**config.mk**
```make
export PLATFORM = sky130hd
export DESIGN_NAME = cmp_share_arbiter
export DESIGN_NICKNAME = d
export VERILOG_FILES = /design/src/rtl/cmp_share_pkg.sv /design/src/rtl/cmp_share_arbiter_rr_pick.sv /design/src/rtl/eqcmp.sv /design/src/rtl/cmp_share_arbiter.sv
export SDC_FILE = /design/constraint.sdc
export NUM_CORES = 1
export LEC_CHECK = 0
export ABC_AREA = 0
export BUFFER_PORTS_ARGS = -buffer_cell sky130_fd_sc_hd__buf_4
export CORE_ASPECT_RATIO = 2
export CORE_MARGIN = 3
export CORE_UTILIZATION = 40
export DETAILED_ROUTE_END_ITERATION = 7
export PLACE_DENSITY = 0.72
export SETUP_SLACK_MARGIN = 0.4
export SLEW_MARGIN = 40
export SYNTH_ARGS = -nofsm -noshare
export SYNTH_HDL_FRONTEND = slang
export SYNTH_SLANG_ARGS = --single-unit
```
**constraint.sdc**
```tcl
create_clock -name clk -period 3.9 [get_ports clk]
set_input_delay 0.195 -clock clk [delete_from_list [all_inputs] [get_ports clk]]
set_output_delay 0.195 -clock clk [all_outputs]
set_load 0.05 [all_outputs]
```
**src/rtl/cmp_share_pkg.sv**
```systemverilog
// Shared types and sizing helpers for the shared equality-comparator arbiter.
package cmp_share_pkg;

   localparam int DEFAULT_NREQ  = 4;
   localparam int DEFAULT_WIDTH = 32;

   typedef enum logic {
      CMP_EQ = 1'b0,
      CMP_NE = 1'b1
   } cmp_op_e;

   typedef enum logic {
      EMPTY = 1'b0,
      FULL  = 1'b1
   } arb_state_e;

   // A single requester still needs a one-bit index so ports never collapse to zero width.
   function automatic int id_width(input int n);
      return (n > 1) ? $clog2(n) : 1;
   endfunction

endpackage

```
**src/rtl/cmp_share_arbiter_rr_pick.sv**
```systemverilog
// Round-robin picker: first set request at or after ptr, wrapping, via a doubled request vector.
module rr_pick
   import cmp_share_pkg::*;
#(
   parameter int NREQ = DEFAULT_NREQ,
   localparam int IDW = id_width(NREQ)
) (
   input  logic [NREQ-1:0] req,
   input  logic [IDW-1:0]  ptr,
   output logic [NREQ-1:0] grant,
   output logic [IDW-1:0]  g,
   output logic            any
);

   logic [2*NREQ-1:0] dbl;
   int pos;

   assign dbl = {req, req};

   // Walk from the far end back toward ptr so the nearest hit is the one that sticks.
   always_comb begin
      grant = '0;
      g     = '0;
      any   = 1'b0;
      pos   = 0;
      for (int k = NREQ - 1; k >= 0; k--) begin
         if (dbl[int'(ptr) + k]) begin
            pos = int'(ptr) + k;
            if (pos >= NREQ) begin
               pos = pos - NREQ;
            end
            grant      = '0;
            grant[pos] = 1'b1;
            g          = IDW'(pos);
            any        = 1'b1;
         end
      end
   end

endmodule

```
**src/rtl/eqcmp.sv**
```systemverilog
// Combinational equality comparator shared by all requesters.
module eqcmp #(
   parameter int WIDTH = 32
) (
   input  logic [WIDTH-1:0] a,
   input  logic [WIDTH-1:0] b,
   output logic             eq
);

   assign eq = (a == b);

endmodule

```
**src/rtl/cmp_share_arbiter.sv**
```systemverilog
// Shares one eqcmp among NREQ requesters: round-robin grant, one registered operand stage,
// valid/ready on both sides, one compare per cycle with one cycle of latency.
module cmp_share_arbiter
   import cmp_share_pkg::*;
#(
   parameter int WIDTH = DEFAULT_WIDTH,
   parameter int NREQ  = DEFAULT_NREQ,
   localparam int IDW  = id_width(NREQ)
) (
   input  logic                 clk,
   input  logic                 reset,
   input  logic [NREQ-1:0]      req_valid,
   output logic [NREQ-1:0]      req_ready,
   input  logic [NREQ*WIDTH-1:0] req_a,
   input  logic [NREQ*WIDTH-1:0] req_b,
   input  logic [NREQ-1:0]      req_ne,
   output logic                 rsp_valid,
   input  logic                 rsp_ready,
   output logic [IDW-1:0]       rsp_id,
   output logic                 rsp_result
);

   arb_state_e       state;
   arb_state_e       state_next;
   logic             stage_valid;
   logic [WIDTH-1:0] stage_a;
   logic [WIDTH-1:0] stage_b;
   cmp_op_e          stage_ne;
   logic [IDW-1:0]   stage_id;
   logic [IDW-1:0]   ptr;
   logic [NREQ-1:0]  grant;
   logic [IDW-1:0]   g;
   logic             any;
   logic             can_accept;
   logic             accept;
   logic             eq;

   rr_pick #(.NREQ(NREQ)) u_pick (
      .req   (req_valid),
      .ptr   (ptr),
      .grant (grant),
      .g     (g),
      .any   (any)
   );

   eqcmp #(.WIDTH(WIDTH)) u_eqcmp (
      .a  (stage_a),
      .b  (stage_b),
      .eq (eq)
   );

   // A draining response frees the stage in the same cycle, which keeps back-to-back throughput.
   assign can_accept = !stage_valid || rsp_ready;
   assign req_ready  = (any && can_accept && !reset) ? grant : '0;
   assign accept     = |req_ready;

   always_ff @(posedge clk) begin
      if (reset) begin
         state <= EMPTY;
      end else begin
         state <= state_next;
      end
   end

   always_comb begin
      state_next = state;
      case (state)
         EMPTY:   state_next = accept ? FULL : EMPTY;
         FULL:    state_next = (accept || !rsp_ready) ? FULL : EMPTY;
         default: state_next = EMPTY;
      endcase
   end

   always_comb begin
      stage_valid = (state == FULL);
   end

   // Operand stage and pointer only move on an accept, so stalls and unserved requests leave them alone.
   always_ff @(posedge clk) begin
      if (reset) begin
         stage_a  <= '0;
         stage_b  <= '0;
         stage_ne <= CMP_EQ;
         stage_id <= '0;
         ptr      <= '0;
      end else if (accept) begin
         stage_a  <= req_a[int'(g)*WIDTH +: WIDTH];
         stage_b  <= req_b[int'(g)*WIDTH +: WIDTH];
         stage_ne <= cmp_op_e'(req_ne[g]);
         stage_id <= g;
         ptr      <= (g == IDW'(NREQ - 1)) ? '0 : g + IDW'(1);
      end
   end

   // The cleared stage compares equal, so the result is qualified to read zero when idle.
   assign rsp_valid  = stage_valid;
   assign rsp_id     = stage_id;
   assign rsp_result = stage_valid && (eq ^ (stage_ne == CMP_NE));

endmodule

```
==> run_results.csv, run 1 <==
group,metric,value,unit
power_and_ir_drop,ir_drop,0.325,mV
logic_synthesis,ys_seq_elements,70,
sta,tns,0,ns
floorplanning,die_x,90.7,µm
final_layout,final_cells,1004,
critical_path,crit_required,4.11,ns
sta,post-route-period-util,85.9,%
final_layout,final_common_cell,"buf_4",
critical_path,worst-path-max-fanout,11,
final_layout,final_cell_mix,"buf_4, mux2i_1, nand2b_1, dfxtp_1, mux2_2",
cts,worstSkewPairLatency,0.33,ns
drt,wl_per_cell,16.4,µm
drt,drc,0,
final_layout,drive_gt1_share,46.4,%
floorplanning,row_count,61,
place,numPortBuffers,274,
sta,fin_worst_skew,0.00402,ns
logic_synthesis,ys_async_sr_fraction,0,%
cts,cts-hold-fix-buffers,0,
critical_path,crit_type,"flop to flop",
sta,max-slew-margin-rel,51.5,%
global_routing,grt_pass1_vias,5340,
power_and_ir_drop,p_per_area,841,nW/µm²
final_layout,seq_area,1400,µm²
logic_synthesis,synth-seq-area-share,24.4,%
final_layout,antenna_cells,0,
sta,setup_viol,0,
cts,cts-root-buf,"clkbuf_16",
global_routing,grt_max_degree,73,
global_routing,grt_usage,19.6,%
cts,tritoncts,"built",
drt,drt_iter0_markers,163,
logic_synthesis,syn_avg_cell_area,10.4,µm²
sta,fin_ws,0.550,ns
sta,slew_viol_final,0,
logic_synthesis,synthMuxAreaShare,49.9,%
final_layout,n_fill_cell,1240,
logic_synthesis,synth_simple_gate_area_share,10.3,%
logic_synthesis,synth_top_family_by_area,"multiplexers",
final_layout,multi_input_area,4060,µm²
place,gp_congestion,0.848,
cts,clkTransAtPathRegs,0.05,ns
critical_path,startpoint_type,"flop",
logic_synthesis,synth_xor_area_share,5.04,%
sta,tightest_slew,0.725,ns
job,cap_violations,0,
critical_path,reg2reg_from,"ptr[1]",
drt,wirelength,16.4,mm
drt,ant_nets,0,
place,hpwl,13.3,mm
drt,vias_per_cell,4.99,
final_layout,final_core_util,59.4,%
cts,cts.path.max_buffers,2,
sta,finalHoldViolations,0,
outcome,status,"finished clean",
final_layout,fin_nets,1086,
floorplanning,core,14000,µm²
floorplanning,die-area,15900,µm²
drt,num_vias,5009,
floorplanning,io_pins,275,
critical_path,crit_arrival,3.56,ns
logic_synthesis,yosysWarnings,0,
cts,clock-sinks,70,
logic_synthesis,synthesis.nets,827,
critical_path,cp-startpoint,"ptr[1]",
logic_synthesis,synthAdderAreaFrac,1.53,%
logic_synthesis,synthFlopType,"dfxtp_1",
sta,min_period,3.35,ns
sta,max_freq,299,MHz
cts,cts_htree_levels,3,
global_routing,gr-total-overflow,0,
place,post-place-ws,0.207,ns
drt,first_pass_iters,5,
place,dpl.cell_count,985,
critical_path,end_kind,"flop",
hold_path,min_from,"rsp_ready",
floorplanning,start_util,41.1,%
logic_synthesis,synth-edff-count,0,
logic_synthesis,synth.cell_area,5730,µm²
logic_synthesis,ys_types,36,
hold_path,hp-class,"input port to flop",
sta,rsz0062_at_grt,"false",
floorplanning,die_y,175,µm
logic_synthesis,synthCells,553,
global_routing,antenna_found_initial,0,
cts,cts_made_buffers,9,
logic_synthesis,synth-compound-area-share,3.51,%
final_layout,synthToLayoutAreaGrowth,44.6,%
global_routing,grt_pass1_wl,25.2,mm
power_and_ir_drop,cellLeakagePower,0.00408,µW
==> worst paths after layout <==
kind                             endpoint  slack (ns)  cells after the start
worst max register to register  rsp_id[1]        0.55                      9
worst max-delay path            rsp_id[1]        0.55                      9
worst min register to register  rsp_id[0]        0.49                      2
worst min-delay path            rsp_valid        0.16                      4
==> cell usage after synthesis (3+ instances only) <==
library cell	count	share of area, %
a221o_1	5	0.87
xor2_1	32	4.9
nand2b_1	70	7.6
mux4_2	4	1.6
a21o_1	4	0.52
buf_4	9	1.2
dfxtp_1	70	24
inv_1	10	0.65
o211ai_1	4	0.52
a21oi_1	4	0.35
ha_1	7	1.5
buf_6	7	1.4
nor4_1	9	0.98
clkbuf_1	15	0.98
buf_2	10	0.87
mux2i_1	200	35
mux2_2	65	13
o21ai_0	3	0.26
==> where the power goes <==
group	internal, µW	total [µW]	switching [µW]
logic	2620	4860	2250
clock network	487	768	281
registers	1100	1340	239
==> layer usage <==
| metal | wire length (µm) | global-route usage, % | vias up |
|---|---|---|---|
| met2 | 9430 | 38.8 | 184 |
| met5 | 0 | 0 | - |
| met3 | 769 | 4.03 | 26 |
| li1 | - | - | 2501 |
| met1 | 5950 | 20.4 | 2298 |
| met4 | 280 | 5.31 | 0 |
==> state kept, by name (all words and copies together) (netlist names) <==
register   flops
stage_a       32
stage_b       32
ptr            2
rsp_id         2
rsp_valid      1
stage_ne       1
==> worst max-delay path, cell delays in order (launching register included) <==
cell	delay (ns)
dfxtp_2	0.46
inv_1	0.14
ha_2	0.48
mux4_2	0.66
nor4_1	0.36
nor3_1	0.15
o211ai_1	0.18
and4_4	0.33
buf_4	0.18
mux2_4	0.29
==> per-stage QoR <==
stage,hold slack [ns],cell area [µm²],power [µW]
final,0.161,8290,6980
after global routing,0.194,8290,7480
after CTS,0.143,8230,6930
after detailed placement,0.478,7960,6120
after global placement,0.468,7960,5980
after floorplan,0.365,5730,5120
==> cells by family (layout without fill, tap and decap cells) <==
| group | count (synthesis) | count (layout) |
|---|---|---|
| muxes | 272 | 272 |
| buffers and inverters | 52 | 314 |
| DFF | 70 | 70 |
| and+or+nand+nor | 92 | 92 |
| adders and majority gates | 7 | 7 |
| AOI/OAI and AO/OA | 27 | 27 |
| xor gates and xnor gates | 33 | 33 |
==> what timing repair did <==
item | CTS | global route
buffers inserted | 0 | 5
gates cloned | 0 | 0
pin swaps | 0 | 1
gates resized for setup | 2 | 0
setup endpoints to repair | 59 | 58
==> layout make-up <==
type | count | area share [%]
clock buffer | 12 | 2.85
clock inverter | 2 | 0.422
inverter | 10 | 0.453
multi-input combinational | 431 | 48.9
sequential | 70 | 16.9
tap | 189 | 2.85
timing repair buffer | 290 | 27.6
Note: power is estimated with default switching activity, not from simulation.
==> run 2: changes to the inputs <==
--- a/config.mk
+++ b/config.mk
@@ -11,7 +11,7 @@
 export CORE_MARGIN = 3
 export CORE_UTILIZATION = 40
 export DETAILED_ROUTE_END_ITERATION = 7
-export PLACE_DENSITY = 0.72
+export PLACE_DENSITY_LB_ADDON = 0.3
 export SETUP_SLACK_MARGIN = 0.4
 export SLEW_MARGIN = 40
 export SYNTH_ARGS = -nofsm -noshare
==> run 2 against run 1 <==
  * Wire length fell by 0.65%
  * Critical endpoint is now stage_a[5]
  * Clock-buffer cell count fell by 2
  * Global-route usage rose by 0.47 points
  * Non-clock buffer count fell by 4
  * Maximum frequency rose by 1.7%
  * Via count fell by 0.66%
  * Cell count fell by 0.20%
==> run_results.csv, run 2 (synthesized netlist as in run 1, its figures left out) <==
group,metric,value,unit
global_routing,grt_pass1_wl,25.7,mm
cts,clkTransAtPathRegs,0.06,ns
cts,clock-sinks,70,
drt,ant_nets,0,
cts,cts-hold-fix-buffers,0,
drt,dr.max_layer_used,"met4",
drt,num_vias,4976,
sta,post-route-period-util,84.4,%
critical_path,r2r_slack,0.61,ns
floorplanning,die-area,15900,µm²
job,cap_violations,0,
hold_path,min_path_cells,4,
critical_path,startpoint_type,"flop",
global_routing,grt_usage,20.1,%
critical_path,reg2reg_from,"ptr[1]",
cts,tritoncts,"built",
global_routing,grt_pass1_vias,5328,
power_and_ir_drop,power,6860,µW
sta,finalHoldViolations,0,
cts,cts_htree_levels,3,
place,numPortBuffers,274,
hold_path,min_from,"rsp_ready",
floorplanning,die_x,90.7,µm
power_and_ir_drop,p_per_area,832,nW/µm²
floorplanning,io_pins,275,
floorplanning,row_count,61,
critical_path,crit_type,"flop to flop",
drt,wl_met1,5.91,mm
drt,first_pass_iters,4,
final_layout,final_common_cell,"buf_4",
sta,hold_ws,0.132,ns
sta,fin_worst_skew,0.00480,ns
power_and_ir_drop,cellLeakagePower,0.00404,µW
critical_path,r2r_cells,9,
critical_path,crit_arrival,3.54,ns
power_and_ir_drop,ir_drop,0.416,mV
final_layout,final_cell_mix,"buf_4, mux2i_1, nand2b_1, dfxtp_1, mux2_2",
sta,min_period,3.29,ns
global_routing,grt_max_degree,73,
sta,setup_viol,0,
cts,cts_made_buffers,9,
final_layout,synthToLayoutAreaGrowth,43.7,%
drt,vias_per_cell,4.97,
final_layout,fin_nets,1082,
critical_path,worst-path-max-fanout,22,
final_layout,drive_gt1_share,46.6,%
floorplanning,start_util,41.1,%
global_routing,antenna_found_initial,0,
drt,wl_met3,817,µm
place,gp_congestion,0.815,
cts,worstSkewPairLatency,0.33,ns
hold_path,hp-class,"input port to flop",
sta,rsz0062_at_grt,"false",
place,hpwl,13.1,mm
global_routing,gr-total-overflow,0,
floorplanning,core,14000,µm²
critical_path,crit_required,4.15,ns
hold_path,holdPathEnd,"rsp_valid",
drt,wl_met2,9.17,mm
outcome,status,"finished clean",
drt,drc,0,
sta,max_freq,304,MHz
sta,slew_viol_final,0,
floorplanning,die_y,175,µm
cts,cts.path.max_buffers,2,
critical_path,r2r_end,"stage_a[5]",
sta,tightest_slew,0.588,ns
final_layout,top_regs,"stage_a x32, stage_b x32",
critical_path,end_kind,"flop",
drt,wl_per_cell,16.3,µm
drt,wirelength,16.3,mm
drt,drt_iter0_markers,146,
sta,max-slew-margin-rel,60.7,%
final_layout,final_core_util,59.0,%
final_layout,antenna_cells,0,
sta,tns,0,ns
cts,cts-root-buf,"clkbuf_16",
run 2: cell count changes in the layout (fill, tap and decap cells not counted), moves of 2 or more:
cell,delta
buf_12,-3
clkinvlp_4,+3
clkbuf_1,-3
clkinv_2,+2
run 2: layer usage:
layer | up-vias | global-route usage (%)
met5 | - | 0
met4 | 0 | 7.61
met3 | 24 | 3.90
met2 | 167 | 37.9
met1 | 2292 | 21.7
li1 | 2493 | -
run 2: what timing repair did:
item / CTS / global route
pin swaps: 1 / 0
buffers inserted: 3 / 0
endpoints found under the setup margin: 57 / 6
resized for setup: 2 / 1
run 2: worst max path at each step:
| stage | start | cells after the start | to |
|---|---|---|---|
| floorplan | ptr[0] | 12 | rsp_id[1] |
| global placement | ptr[1] | 9 | stage_b[21] |
| detailed placement | ptr[1] | 9 | stage_a[5] |
| CTS | ptr[1] | 9 | stage_a[5] |
| global route | ptr[1] | 9 | stage_b[17] |
| finish | ptr[1] | 9 | stage_a[5] |
run 2: final cells by class:
class                           count  area (µm²)
Multi-Input combinational cell    431        4070
Sequential cell                    70        1400
Timing Repair Buffer              286        2220
Tap cell                          189         236
Clock buffer                       10         239
Inverter                           10        37.5
Clock inverter                      6        37.5
Fill cell                        1247        5730
run 2: worst max-delay path: stages (launching register included):
cell and delay [ns]:
dfxtp_2 0.45, inv_1 0.18, ha_4 0.38, mux4_2 0.64, nor4_1 0.35, nor3_1 0.14
o211ai_1 0.18, and4_4 0.40, buf_12 0.23, mux2i_1 0.24
run 2: through the flow:
step / instance area [µm²] / std cells / setup WS, ns
3_5_place_dp: 7930 / 983 / 0.186
3_3_place_gp: 7930 / 983 / 0.402
4_1_cts: 8230 / 1002 / 0.549
6_report: 8240 / 1002 / 0.607
2_1_floorplan: 5730 / 553 / 0.581
5_1_grt: 8240 / 1002 / 0.488
run 2: where the power goes:
| group | switching [µW] | internal (µW) |
|---|---|---|
| sequential | 235 | 1100 |
| combinational | 2260 | 2510 |
| clock | 302 | 443 |
